$ cat config.mk
export PLATFORM = sky130hd
export DESIGN_NAME = qam_frame_buffer
export DESIGN_NICKNAME = d
export VERILOG_FILES = /design/src/rtl/qam_pkg.sv /design/src/rtl/qam_sync_fifo.sv /design/src/rtl/qam_frame_buffer.sv
export SDC_FILE = /design/constraint.sdc
export NUM_CORES = 1
export LEC_CHECK = 0
export ABC_AREA = 1
export BUFFER_PORTS_ARGS = -buffer_cell sky130_fd_sc_hd__clkbuf_2
export CORE_ASPECT_RATIO = 1.5
export CORE_MARGIN = 2
export CORE_UTILIZATION = 35
export CTS_CLUSTER_SIZE = 10
export DETAILED_ROUTE_END_ITERATION = 8
export GPL_ROUTABILITY_DRIVEN = 0
export PLACE_DENSITY_LB_ADDON = 0.08
export SYNTH_ARGS = -nofsm -noshare
export SYNTH_HDL_FRONTEND = slang
export SYNTH_SLANG_ARGS = --single-unit
$ cat constraint.sdc
create_clock -name clk -period 3.2 [get_ports clk]
set_input_delay 0.32 -clock clk [delete_from_list [all_inputs] [get_ports clk]]
set_output_delay 0.32 -clock clk [all_outputs]
set_load 0.02 [all_outputs]
$ cat src/rtl/qam_pkg.sv
// Shared QAM definitions: mode encodings, I/Q field positions within a symbol
// word, frame FSM state type, and a small helper for building symbol words.
package qam_pkg;

  localparam int unsigned QAM_W = 3;

  typedef enum logic [QAM_W-1:0] {
    QamBpsk = 3'd0,
    QamQpsk = 3'd1,
    Qam16   = 3'd2
  } qam_mode_e;

  // I occupies the upper half of a 32-bit symbol, Q the lower half
  localparam int unsigned I_MSB = 31;
  localparam int unsigned I_LSB = 16;
  localparam int unsigned Q_MSB = 15;
  localparam int unsigned Q_LSB = 0;

  typedef enum logic {
    StIdle,
    StInFrame
  } frame_state_e;

  function automatic logic [31:0] iq_pack(input logic [15:0] i_val, input logic [15:0] q_val);
    logic [31:0] w;
    w = '0;
    w[I_MSB:I_LSB] = i_val;
    w[Q_MSB:Q_LSB] = q_val;
    return w;
  endfunction

endpackage

$ cat src/rtl/qam_sync_fifo.sv
// Synchronous FIFO holding symbol words together with their mode tag.
// Ports:
//   clk      rising-edge clock
//   rst      synchronous active-low reset (clears pointers and level)
//   wr_en    push wr_data (ignored when full)
//   wr_data  entry to push
//   rd_en    pop head entry (ignored when empty)
//   rd_data  head entry (combinational)
//   level    current occupancy, 0..DEPTH
module qam_sync_fifo #(
  parameter int unsigned WIDTH = 35,
  parameter int unsigned DEPTH = 16
) (
  input  logic                     clk,
  input  logic                     rst,
  input  logic                     wr_en,
  input  logic [WIDTH-1:0]         wr_data,
  input  logic                     rd_en,
  output logic [WIDTH-1:0]         rd_data,
  output logic [$clog2(DEPTH):0]   level
);

  localparam int unsigned AW = $clog2(DEPTH);

  logic [WIDTH-1:0] mem [DEPTH];
  logic [AW-1:0]    wr_ptr_q;
  logic [AW-1:0]    rd_ptr_q;
  logic [AW:0]      level_q;
  logic             wr_ok;
  logic             rd_ok;

  // Guard against pushes when full / pops when empty regardless of caller
  assign wr_ok = wr_en && (level_q != (AW + 1)'(DEPTH));
  assign rd_ok = rd_en && (level_q != '0);

  always_ff @(posedge clk) begin
    if (wr_ok) begin
      mem[wr_ptr_q] <= wr_data;
    end
  end

  // Pointers are AW bits wide, so wrap modulo DEPTH falls out naturally
  always_ff @(posedge clk) begin
    if (!rst) begin
      wr_ptr_q <= '0;
      rd_ptr_q <= '0;
      level_q  <= '0;
    end else begin
      if (wr_ok) wr_ptr_q <= wr_ptr_q + 1'b1;
      if (rd_ok) rd_ptr_q <= rd_ptr_q + 1'b1;
      unique case ({wr_ok, rd_ok})
        2'b10:   level_q <= level_q + 1'b1;
        2'b01:   level_q <= level_q - 1'b1;
        default: level_q <= level_q;
      endcase
    end
  end

  assign rd_data = mem[rd_ptr_q];
  assign level   = level_q;

endmodule

$ cat src/rtl/qam_frame_buffer.sv
// Frame buffer between the QAM modulator and the DAC/DMA. Symbols are queued
// with the mode tag in effect when they were written; the read side groups
// words into frames of FRAME_LEN, flags the last word, and holds the mode
// tag of the frame's first word for the whole frame.
// Ports:
//   clk, rst               clock; synchronous active-low reset
//   s_data/s_valid/s_ready input symbol stream
//   qam                    upstream mode, tagged onto each written word
//   m_data/m_valid/m_ready output symbol stream
//   m_last                 current m_data ends a frame
//   m_qam                  mode tag of the current frame
//   level                  FIFO occupancy
//   overflow               sticky: write attempted while not ready
module qam_frame_buffer
  import qam_pkg::*;
#(
  parameter int unsigned DATA_W    = 32,
  parameter int unsigned DEPTH     = 16,
  parameter int unsigned FRAME_LEN = 64
) (
  input  logic                   clk,
  input  logic                   rst,
  input  logic [DATA_W-1:0]      s_data,
  input  logic                   s_valid,
  output logic                   s_ready,
  input  logic [QAM_W-1:0]       qam,
  output logic [DATA_W-1:0]      m_data,
  output logic                   m_valid,
  input  logic                   m_ready,
  output logic                   m_last,
  output logic [QAM_W-1:0]       m_qam,
  output logic [$clog2(DEPTH):0] level,
  output logic                   overflow
);

  localparam int unsigned LW     = $clog2(DEPTH) + 1;
  localparam int unsigned FCNT_W = (FRAME_LEN > 1) ? $clog2(FRAME_LEN) : 1;
  localparam logic [FCNT_W-1:0] FCNT_LAST = FCNT_W'(FRAME_LEN - 1);

  logic [DATA_W+QAM_W-1:0] head;
  logic [QAM_W-1:0]        head_qam;
  logic                    wr_en;
  logic                    rd_en;

  frame_state_e      state_q;
  logic [FCNT_W-1:0] fcnt_q;
  logic [QAM_W-1:0]  qam_lat_q;
  logic              overflow_q;

  assign s_ready = rst && (level != LW'(DEPTH));
  assign m_valid = rst && (level != '0);
  assign wr_en   = s_valid && s_ready;
  assign rd_en   = m_valid && m_ready;

  qam_sync_fifo #(
    .WIDTH (DATA_W + QAM_W),
    .DEPTH (DEPTH)
  ) u_fifo (
    .clk     (clk),
    .rst     (rst),
    .wr_en   (wr_en),
    .wr_data ({qam, s_data}),
    .rd_en   (rd_en),
    .rd_data (head),
    .level   (level)
  );

  assign head_qam = head[DATA_W +: QAM_W];

  always_ff @(posedge clk) begin
    if (!rst) begin
      state_q    <= StIdle;
      fcnt_q     <= '0;
      qam_lat_q  <= '0;
      overflow_q <= 1'b0;
    end else begin
      if (s_valid && !s_ready) overflow_q <= 1'b1;
      // An empty FIFO mid-frame simply waits: no read, state unchanged
      if (rd_en) begin
        unique case (state_q)
          StIdle: begin
            state_q   <= StInFrame;
            fcnt_q    <= FCNT_W'(1);
            qam_lat_q <= head_qam;
          end
          StInFrame: begin
            if (fcnt_q == FCNT_LAST) begin
              state_q <= StIdle;
              fcnt_q  <= '0;
            end else begin
              fcnt_q <= fcnt_q + 1'b1;
            end
          end
          default: state_q <= StIdle;
        endcase
      end
    end
  end

  assign m_data   = m_valid ? head[DATA_W-1:0] : '0;
  assign m_last   = m_valid && (fcnt_q == FCNT_LAST);
  assign overflow = overflow_q;

  // Mid-frame the latched tag wins even when the FIFO has run dry
  always_comb begin
    m_qam = '0;
    if (rst) begin
      if (state_q == StInFrame) m_qam = qam_lat_q;
      else if (m_valid)         m_qam = head_qam;
    end
  end

endmodule

== Word level (Yosys, flattened, before mapping) ==
Memories as Yosys holds them, arrays and structs flattened. A register that Yosys moved wholly into a read port is not among the register bits.
Index checks and enable logic that the tools add are counted.

* $add $sub $neg: 5
* Equality and inequality tests: 4
* Muxes and demuxes: 13
* Bitwise gates (word level): 1
* Reduce and logical (&&, ||, !) cells: 12

{| class="wikitable"
|+ Operators by type and width
! cell !! count
|-
| 32-bit two-way mux || 1
|-
| 6-bit case mux with 2 select lines || 1
|-
| 5-bit case mux with 2 select lines || 1
|-
| 3-bit two-way mux || 3
|-
| 4-bit by 1-bit adder with 4-bit output, second input constant || 2
|-
| 1-bit logical AND || 8
|-
| 4-bit two-way mux || 2
|-
| 6-bit by 1-bit adder with 6-bit output, second input constant || 1
|-
| 6-bit == test, second input constant || 1
|-
| 6-bit two-way mux || 1
|-
| 5-bit by 1-bit adder with 5-bit output, second input constant || 1
|-
| 5-bit != test, second input constant || 1
|-
| 5-bit nonzero test || 1
|-
| 5-bit by 1-bit subtractor with 5-bit output, second input constant || 1
|-
| 1-bit two-way mux || 3
|-
| 2-bit by 1-bit == test with 1-bit output, second input constant || 1
|-
| 2-bit == test, second input constant || 1
|-
| 1-bit case mux with 2 select lines || 1
|-
| 2-bit AND reduction || 1
|-
| 2-bit nonzero test || 1
|-
| 1-bit logical NOT || 1
|-
| 1-bit NOT || 1
|}

* Register bits after elaboration: 24
* Memory bits (writable): 560
* Bits of input ports: 39
* Output and inout bits: 44
* Word-level logic and storage cells: 43
* Memories kept: 1

{| class="wikitable"
|+ Memories
! name !! depth !! width !! read ports !! clocked after Yosys merged registers in !! wr ports !! line !! text
|-
| u_fifo.mem || 16 || 35 || 1 || 1 || 1 || qam_sync_fifo.sv:25 || <nowiki>logic [WIDTH-1:0] mem [DEPTH];</nowiki>
|}

== Depth between registers and ports, before layout ==
* Word-level depth: 6
* Depth in mapped cells: 15
* Depth with buffers taken out: 15

== By module ==
A second synthesis with hierarchy kept.

* Cells, all modules: 1770
* Area total of the unflattened synthesis: 24136.9 um^2

{| class="wikitable"
|+ Modules (own cells, without submodules)
! module !! times used !! cells each !! area each (um^2) !! seq. area each (um^2)
|-
| qam_sync_fifo || 1 || 1604 || 23213.5 || 17156.5
|-
| qam_frame_buffer || 1 || 166 || 923.4 || 220.2
|}

== Worst setup path after synthesis ==
Ideal clock, no wire load.

* Path kind: register to register
* Start: register u_fifo.level_q[2], in the netlist u_fifo.level[2]
* End: memory u_fifo.mem[11][0], enable pin
* Setup time: 0.427 ns
* Arrival time: 2.597 ns
* Data required time: 2.773 ns
* Setup slack: 0.176 ns
* Stages on the path, launching flop included: 7
* Buffers on the path: 0
* Clock period less this slack: 3.024 ns
* Cells stage by stage: dfxtp_1 > nor2_1 > nand3_1 > nand3_2 > inv_1 > nand3_1 > nor2_1

* Cells in the longest elaborated chain, start to end: 6

{| class="wikitable"
|+ RTL lines
! what !! line !! text
|-
| start, declared || qam_sync_fifo.sv:28 || <nowiki>logic [AW:0] level_q;</nowiki>
|-
| start signal, assigned || qam_sync_fifo.sv:52 || <nowiki>2'b10: level_q <= level_q + 1'b1;</nowiki>
|-
| start signal, assigned || qam_sync_fifo.sv:53 || <nowiki>2'b01: level_q <= level_q - 1'b1;</nowiki>
|-
| start signal, assigned || qam_sync_fifo.sv:54 || <nowiki>default: level_q <= level_q;</nowiki>
|-
| 5-bit != test (*) || qam_sync_fifo.sv:33, qam_frame_buffer.sv:50 ||
|-
| 1-bit logical AND || qam_frame_buffer.sv:50 || <nowiki>assign s_ready = rst && (level != LW'(DEPTH));</nowiki>
|-
| 1-bit logical AND || qam_frame_buffer.sv:52 || <nowiki>assign wr_en = s_valid && s_ready;</nowiki>
|-
| 1-bit logical AND (*) || qam_sync_fifo.sv:33 || <nowiki>assign wr_ok = wr_en && (level_q != (AW + 1)'(DEPTH));</nowiki>
|-
| 1-bit two-way mux (*) || qam_sync_fifo.sv:37 || <nowiki>if (wr_ok) begin</nowiki>
|-
| 1-bit two-way mux (not written as such) (*) || qam_sync_fifo.sv:38 || <nowiki>mem[wr_ptr_q] <= wr_data;</nowiki>
|-
| end, declared || qam_sync_fifo.sv:25 ||
|}

Mark *: on every way between the ends. The rest lies on a longest branch, timed or not.

== Worst setup path in the final report ==
* Start: register u_fifo.level_q[2], in the netlist u_fifo.level[2]
* End: output port m_data[14]

* Cells in the longest elaborated chain, start to end: 3

{| class="wikitable"
|+ RTL lines
! what !! line !! text
|-
| 5-bit nonzero test || qam_frame_buffer.sv:51 || <nowiki>assign m_valid = rst && (level != '0);</nowiki>
|-
| 1-bit logical AND || qam_frame_buffer.sv:51 ||
|-
| 32-bit two-way mux || qam_frame_buffer.sv:100 || <nowiki>assign m_data = m_valid ? head[DATA_W-1:0] : '0;</nowiki>
|-
| end, declared || qam_frame_buffer.sv:27 || <nowiki>output logic [DATA_W-1:0] m_data,</nowiki>
|}

No other way between the ends.

==> impl_metrics.py <==
metrics = {
    "setup_path": {
        "end_kind": "output port",
        "startpoint_type": "register",
        "worstPathArrival_ns": 2.71,
        "critPathKind": "register to output port",
        "cp-startpoint": "u_fifo.level[2]",
        "cp.required_ns": 2.88,
        "reg2reg_depth": 15,
        "crit-reg2reg-capture": "u_fifo.level[4]",
        "cp_max_fo": 20,
        "r2r_start": "u_fifo.level[2]",
        "r2r_setup_slack_ns": 0.61,
        "cp-endpoint": "m_data[14]",
    },
    "logic_synthesis": {
        "synth_nets": 1833,
        "ys.flop_type": "edfxtp_1",
        "synth_area_per_cell_um2": 13.4,
        "syn_inst": 1785,
        "syn_area_um2": 23900,
        "yosysSeqAreaShare_pct": 72.7,
        "synth_seq_cells": 588,
        "yosys.cell_types.count": 33,
        "synth_commonest_cells": "edfxtp_1, o21ai_0, inv_1",
        "synth.most_common_cell": "edfxtp_1",
        "async_flop_share_pct": 0,
        "synthTopCellsByArea": "edfxtp_1, mux2i_1, o21ai_0, a21oi_1, inv_1",
        "synth_top_area_share_pct": 70.4,
        "synth_edf_count": 560,
        "synth-warning-count": 0,
        "yosys.area.top_type": "edfxtp_1",
    },
    "clocking": {
        "clock-sinks": 588,
        "cts_tree": "done",
        "clock_path_buffers": 3,
        "clockRootBuffer": "clkbuf_16",
        "clock_latency_ns": 0.60,
        "htreeDepth": 3,
        "cts.clk_slew.worst_paths_ns": 0.05,
        "cts_buffers": 69,
    },
    "pwr": {
        "p_sw_share_pct": 25.5,
        "intPower_uw": 13300,
        "power_frac_comb_pct": 13.2,
        "p_leak_uw": 0.00944,
        "peakVddDrop_uv": 331,
        "p_clk_share_pct": 38.8,
        "switchingPower_uw": 4570,
        "p_seq_share_pct": 48.0,
        "powerDensity_nw_per_um2": 647,
    },
    "placed_design": {
        "pre_cts_ws_ns": 0.405,
        "port_buffers": 82,
        "dp.final_hpwl_um": 33700,
    },
    "sta": {
        "fin_crit_sh_pct": 94.5,
        "final-hold-violation-count": 0,
        "setup_ws_ns": 0.175,
        "rsz0062_at_grt": "no",
        "tightest_slew_ns": 0.894,
        "min_period_ns": 3.03,
        "setup_viol": 0,
        "fmax_ghz": 0.331,
        "max_slew_margin_pct": 40.4,
        "final.setup_skew_ns": 0.0186,
        "fin_tns_setup_ns": 0,
        "slew_violations": 0,
    },
    "final_layout": {
        "area_delta_synth_final_pct": 15.6,
        "antenna_cells": 0,
        "layout.nets": 1947,
        "fillCellCount": 6269,
        "final_layout_size_suffix_gt1_share_pct": 13.1,
    },
    "global_routing": {
        "grt_pass1_wl_um": 93300,
        "gr-total-overflow": 0,
        "antenna_found_initial": 1,
        "first_global_vias": 14400,
        "grt_usage_pct": 18.0,
        "grt_max_degree": 114,
    },
    "detailed_routing": {
        "drc_errors": 0,
        "vias": 14300,
        "avgViaCountPerCell": 5.08,
        "drt-pass1-iter-count": 4,
        "routed_wl_um": 62700,
        "wl_per_cell_um": 22.3,
        "drt_iter0_drc": 879,
        "ant_nets": 0,
    },
    "floorplan": {
        "num_io_pins": 83,
        "rows": 117,
        "fp.dieArea_um2": 70400,
        "core_area_um2": 67800,
        "die_h_um": 324,
        "die_w_um": 217,
        "initial_core_util_pct": 35.3,
    },
    "hold_path": {
        "hp-start": "s_data[20]",
        "hold_path_class": "input port to register",
    },
    "run": {
        "maxCapViolations": 0,
    },
    "status": {
        "outcome": "completed",
    },
}
[critical path: stages (launching register included)]
cell	delay, ns
dfxtp_1	0.48
nor2_1	0.11
nand3_1	0.13
nand2_1	0.23
inv_4	0.29
buf_12	0.23
nand2_1	0.09
a31oi_2	0.29
clkbuf_2	0.24
[cell usage in the layout (no fill, tap or decap), types with 24 or more instances in the layout]
cell type / count
o21ai_0: 249
mux2i_1: 140
nand2_1: 172
dfxtp_1: 24
o211ai_1: 46
o21ai_1: 32
inv_1: 175
a21oi_1: 165
a31oi_1: 31
edfxtp_1: 560
buf_4: 51
clkbuf_2: 82
clkbuf_16: 71
[routing by layer]
| metal | global-route usage (%) | vias to the layer above | part of all wire (%) |
|---|---|---|---|
| met2 | 32.0 | 270 | 51 |
| met3 | 2.91 | 92 | 3.8 |
| li1 | - | 6715 | - |
| met4 | 5.65 | 2 | 2.2 |
| met1 | 22.4 | 7211 | 43 |
| met5 | 0 | - | 0.024 |
[cells by family (layout without fill, tap and decap cells)]
kind of cell	count (synthesis)	count (layout)	share of synthesized area [%]
buf+inv	286	423	5.25
simple gates	227	227	3.73
xor+xnor	4	4	0.147
mux	140	140	5.86
fa+ha+maj	9	9	0.471
flops	588	588	72.7
compound gates	531	531	11.8
[power by group through the flow]
stage	clock, uW	sequential (uW)	combinational (uW)
after global routing	7430	8600	2650
after detailed placement	0	8760	2360
final	6940	8590	2360
after CTS	7160	8600	2400
after floorplan	0	8720	1590
after global placement	0	8760	2350
[area by class of cell]
type,instances,area [um^2],share of cell area (%)
tap,892,1120,4.04
inverter,179,679,2.46
clock buffer,87,1840,6.65
timing repair buffer,150,1150,4.15
clock inverter,7,61.3,0.222
multi-input combinational,911,5400,19.6
sequential,588,17400,62.9
[state kept, by name (all words and copies together) (netlist names), named ones only]
name	flops
fcnt_q	6
overflow	1
qam_lat_q	3
state_q	1
u_fifo.level	5
u_fifo.mem	560
u_fifo.rd_ptr_q	4
u_fifo.wr_ptr_q	4
[metrics by stage]
step / area [um^2] / power, uW / cells / hold slack, ns / util, %
final: 27600 / 17900 / 2814 / 0.142 / 40.8
after CTS: 27600 / 18200 / 2809 / 0.0951 / 40.7
after detailed placement: 25600 / 11100 / 2713 / 0.480 / 37.8
after global routing: 27600 / 18700 / 2814 / 0.138 / 40.8
after floorplan: 23900 / 10300 / 1785 / 0.419 / -
after global placement: 25600 / 11100 / 2713 / 0.462 / 37.8
[worst min-delay path by stage]
stage / endpoint / slack, ns / cells past startpoint
after floorplan: u_fifo.mem[0][0] / 0.42 / 0
after global placement: overflow / 0.46 / 2
after detailed placement: fcnt_q[1] / 0.48 / 2
after CTS: u_fifo.mem[15][7] / 0.1 / 1
after global routing: u_fifo.mem[3][20] / 0.14 / 1
final: u_fifo.mem[3][20] / 0.14 / 1
[what timing repair did]
item                                   in CTS  in global routing
hold buffers                                1                  0
setup endpoints to repair                   7                  5
endpoints found under the hold margin       1                  0
buffers inserted                            1                  5
gates resized for setup                     3                  2
(Power assumes the default switching activity.)
